$ cat src/rtl/io_read_ctrl.sv
// Blocking switch read gated by a debounced confirm button,
// plus a non-blocking read of the debounced button level.
module io_read_ctrl #(
  parameter int DEBOUNCE_CYCLES = 200000,
  parameter int CNT_W = $clog2(DEBOUNCE_CYCLES + 1)
) (
  input  logic        clk,
  input  logic        rst_n,
  input  logic        ior,
  input  logic        switchctrl,
  input  logic        statusctrl,
  input  logic        confirm_btn,
  input  logic [15:0] ioread_data_switch,
  output logic [15:0] ioread_data,
  output logic        io_stall,
  output logic        io_done
);

  localparam logic [1:0] IDLE       = 2'd0;
  localparam logic [1:0] WAIT_REL   = 2'd1;
  localparam logic [1:0] WAIT_PRESS = 2'd2;
  localparam logic [1:0] DONE       = 2'd3;

  localparam logic [CNT_W-1:0] CNT_MAX =
    CNT_W'(DEBOUNCE_CYCLES - 1);

  logic             sync1;
  logic             btn_s;
  logic             btn_db;
  logic [CNT_W-1:0] cnt;
  logic [1:0]       state;
  logic [1:0]       state_nxt;
  logic             req_sw;
  logic             req_st;
  logic             capture;

  assign req_sw  = ior & switchctrl;
  assign req_st  = ior & statusctrl & ~switchctrl;
  assign capture = (state == WAIT_PRESS) & ior & btn_db;

  always_ff @(posedge clk) begin
    if (!rst_n) begin
      sync1 <= 1'b0;
      btn_s <= 1'b0;
    end else begin
      sync1 <= confirm_btn;
      btn_s <= sync1;
    end
  end

  // Level flips only after a full run of disagreeing samples.
  always_ff @(posedge clk) begin
    if (!rst_n) begin
      cnt    <= '0;
      btn_db <= 1'b0;
    end else if (btn_s == btn_db) begin
      cnt <= '0;
    end else if (cnt == CNT_MAX) begin
      cnt    <= '0;
      btn_db <= ~btn_db;
    end else begin
      cnt <= cnt + CNT_W'(1);
    end
  end

  always_comb begin
    state_nxt = state;
    unique case (state)
      IDLE: begin
        if (req_sw) state_nxt = WAIT_REL;
      end
      WAIT_REL: begin
        if (!ior)         state_nxt = IDLE;
        else if (!btn_db) state_nxt = WAIT_PRESS;
      end
      WAIT_PRESS: begin
        if (!ior)        state_nxt = IDLE;
        else if (btn_db) state_nxt = DONE;
      end
      DONE: begin
        state_nxt = IDLE;
      end
      default: begin
        state_nxt = IDLE;
      end
    endcase
  end

  always_ff @(posedge clk) begin
    if (!rst_n) state <= IDLE;
    else        state <= state_nxt;
  end

  always_ff @(posedge clk) begin
    if (!rst_n) begin
      ioread_data <= '0;
    end else if (state == IDLE && req_st) begin
      ioread_data <= {15'b0, btn_db};
    end else if (capture) begin
      ioread_data <= ioread_data_switch;
    end
  end

  // Stall is combinational so the request cycle itself is held.
  assign io_stall = ((state == IDLE) & req_sw)
                  | (state == WAIT_REL)
                  | (state == WAIT_PRESS);
  assign io_done  = (state == DONE);

endmodule

$ cat config.mk
export PLATFORM = sky130hd
export DESIGN_NAME = io_read_ctrl
export DESIGN_NICKNAME = d
export VERILOG_FILES = /design/src/rtl/io_read_ctrl.sv
export SDC_FILE = /design/constraint.sdc
export NUM_CORES = 1
export LEC_CHECK = 0
export BUFFER_PORTS_ARGS = -buffer_cell sky130_fd_sc_hd__buf_4
export CORE_MARGIN = 2
export CORE_UTILIZATION = 50
export DETAILED_ROUTE_END_ITERATION = 8
export PLACE_DENSITY_LB_ADDON = 0.2
export REMOVE_ABC_BUFFERS = 1
export SLEW_MARGIN = 20
export SYNTH_ARGS = -nofsm -noshare
export SYNTH_HDL_FRONTEND = slang
export SYNTH_SLANG_ARGS = --single-unit
$ cat constraint.sdc
create_clock -name clk -period 3.03 [get_ports clk]
set_clock_uncertainty 0.15 [all_clocks]
set_input_delay 0.606 -clock clk [delete_from_list [all_inputs] [get_ports clk]]
set_output_delay 0.606 -clock clk [all_outputs]
set_load 0.1 [all_outputs]
==> results.toml <==
[status]
status = "completed"

[clocking]
clk_path_buf_depth = 2
hold_buffers = 0
clk_latency_ns = 0.33
clkSinkCount = 39
cts_tree = "yes"
cts-root-buf = "clkbuf_4"
htreeDepth = 2
numCtsBuffers = 5
cts_setup_buffers = 0
clk_pin_slew_ns = 0.10
post_cts_resized = 0

[sta]
finalHoldViolCount = 0
fin_crit_ns = 2.260
fin_tns_setup_ns = 0
rsz0062_at_grt = "false"
max_slew.worst_pin.slew_ns = 0.5642
setup_viol = 0
fmax_mhz = 442.4
slew_headroom_pct = 62.28
slew_viol_final = 0
period_share_pct = 74.59

[yosys]
ys_types = 32
synth_warnings = 0
syn_area_sq_um = 1623
ys_ff_latch = 39
ys_seq_area_share_pct = 48.11
synth_cells = 193
synth_area_per_cell_sq_um = 8.408

[critical_path]
critPathMaxFanout = 17
r2r_slack_ns = 0.77
r2r-end = "cnt[3]"
critPathKind = "register to register"
required_ns = 3.09
endpoint_kind = "register"
worst_setup_path_start_kind = "register"
worstReg2RegStart = "cnt[0]"
rr_worst_depth = 5
arrival_ns = 2.32

[power_and_ir_drop]
finalPower_uw = 832.5
seqPwrFrac_pct = 62.2
intPower_uw = 648.4
p_per_area_nw_per_um2 = 415.3
swShare_pct = 22.12
ir_drop_mv = 0.3218
switching_power_uw = 184.1
p_comb_share_pct = 6.2
p_clk_share_pct = 31.6
p_leak_uw = 0.0007077

[floorplan]
rows = 20
initial_core_util_pct = 52.72
die-area_sq_um = 3717
core_sq_um = 3078
io_pins = 40
die-width_um = 60.97
die_h_um = 60.97

[drt]
vias_per_cell = 5.213
dr.first_iter.drc_count = 67
dr.pass1.iters = 4
routedWlPerCell_um = 11.70
vias = 1444
drt_wl_total_mm = 3.241
ant_nets = 0
drcViolationCount = 0

[global_route]
grt_max_degree = 18
grt_pass1_vias = 1270
antenna_found_initial = 0
met3_usage_pct = 4.051
top_usage_layer = "met2"
grt_pass1_wl_mm = 5.188
grt.total_usage_pct = 18.86
met1_usage_pct = 21.66
grtUsageMet2_pct = 33.49
gr-total-overflow = 0

[placement]
place.gp.congestion = 0.8639
hpwl_mm = 2.443
io_buffers = 39
place_area_sq_um = 1948

[hold_path]
min_from = "sync1"
whs_path_depth = 1
min_path_type = "register to register"
hold_end = "btn_s"

[flow_run]
maxCapViolCount = 0

[finish]
final_nets = 256
multi_input_area_sq_um = 797.0
final_area_sq_um = 2004
post-route-util_pct = 65.12
num_antenna_cells = 0
area_delta_synth_final_pct = 23.52
final-seq-area_sq_um = 780.7
drive_gt1_share_pct = 21.03
num-fill-cells = 280
[how the worst max path moves through the flow]
stage	slack (ns)	end	start
6_report	0.77	cnt[3]	cnt[0]
5_1_grt	0.58	cnt[5]	cnt[0]
4_1_cts	0.76	cnt[3]	cnt[0]
3_5_place_dp	0.77	cnt[11]	cnt[0]
3_3_place_gp	0.88	cnt[3]	cnt[0]
2_1_floorplan	-0.02	io_stall	state[1]
[metal layers]
metal  up-vias  wire length [um]
li1        737                 -
met1       647              1414
met2        53              1543
met3         7               235
met4         0                48
met5         -                 0
[kinds of logic after synthesis]
logic type	after synthesis	share of synthesized area (%)
adder cells (fa/ha/maj)	1	0.7709
XOR/XNOR	16	8.635
flip-flops	39	48.11
buffers and inverters	11	2.775
multiplexers	1	0.6168
AND/OR/NAND/NOR	99	29.38
AO/OA/AOI/OAI	26	9.715
[cells in the mapped netlist]
master    count  area share, %
xnor2_1      12            6.5
nand2_1      38            8.8
nor4_1        6            2.3
mux2i_1       1           0.62
a21oi_1      17            5.2
dfxtp_1      39             48
buf_4         1           0.46
inv_1         4           0.92
nand4b_1      1           0.54
a211oi_1      3            1.4
o21ai_4       1            1.0
ha_1          1           0.77
nand2b_1      1           0.39
nand3_1       6            1.9
nor2b_1       2           0.77
o31ai_1       1           0.46
and3_1        2           0.77
or3_1         2           0.77
clkbuf_1      6            1.4
nor3_1        4            1.2
or4_4         1           0.69
o21ai_0       2           0.62
nor3b_1       1           0.46
o32ai_1       1           0.54
nor2_1       21            4.9
and2_1        5            1.9
or4bb_1       1           0.69
nand4_1       5            1.9
or4_1         2           0.92
nand3b_1      1           0.46
a21boi_1      1           0.46
xor2_1        4            2.2
[final cells by class]
type | instances | share of cell area (%)
Clock buffer | 6 | 2.559
Clock inverter | 1 | 0.2497
Inverter | 4 | 0.7491
Multi-Input combinational cell | 143 | 39.76
Sequential cell | 39 | 38.95
Tap cell | 44 | 2.747
Timing Repair Buffer | 40 | 14.98
[cells in the final DEF (no fill, tap or decap), drive strengths merged, types with 2 or more instances in the layout]
cell	n
or3	2
xor2	4
a211oi	3
nor4	6
xnor2	12
and2	5
nor2b	2
o21ai	3
nor2	21
nand3	6
or4	3
dfxtp	39
clkbuf	6
buf	40
nor3	4
nand4	5
nand2	38
inv	4
and3	2
a21oi	17
[metrics by stage]
| step | std cells | worst slack, ns | hold slack (ns) |
|---|---|---|---|
| after global routing | 277 | 0.5815 | 0.3260 |
| after floorplan | 186 | -0.01725 | 0.2618 |
| final | 277 | 0.7698 | 0.3026 |
| after detailed placement | 270 | 0.7746 | 0.2807 |
| after global placement | 270 | 0.8787 | 0.2638 |
| after CTS | 277 | 0.7604 | 0.3056 |
[registers in the layout, summed over array words and instances (netlist names)]
register / count
cnt: 18
ioread_data: 16
state: 2
btn_db: 1
btn_s: 1
sync1: 1
[power groups by stage]
stage	sequential (uW)	clock (uW)	combinational, uW
after floorplan	529	0	23.1
after detailed placement	530	0	51.9
after global routing	519	288	55.3
final	518	263	51.8
after CTS	518	273	52.1
after global placement	529	0	50.8
[worst max-delay path, cell delays in order, from the launching register on]
cell and delay (ns):
dfxtp_1 0.40, ha_1 0.23, nand3_1 0.25, or4_4 0.63
o21ai_4 0.38, nor2_1 0.10
(Power assumes the default switching activity.)
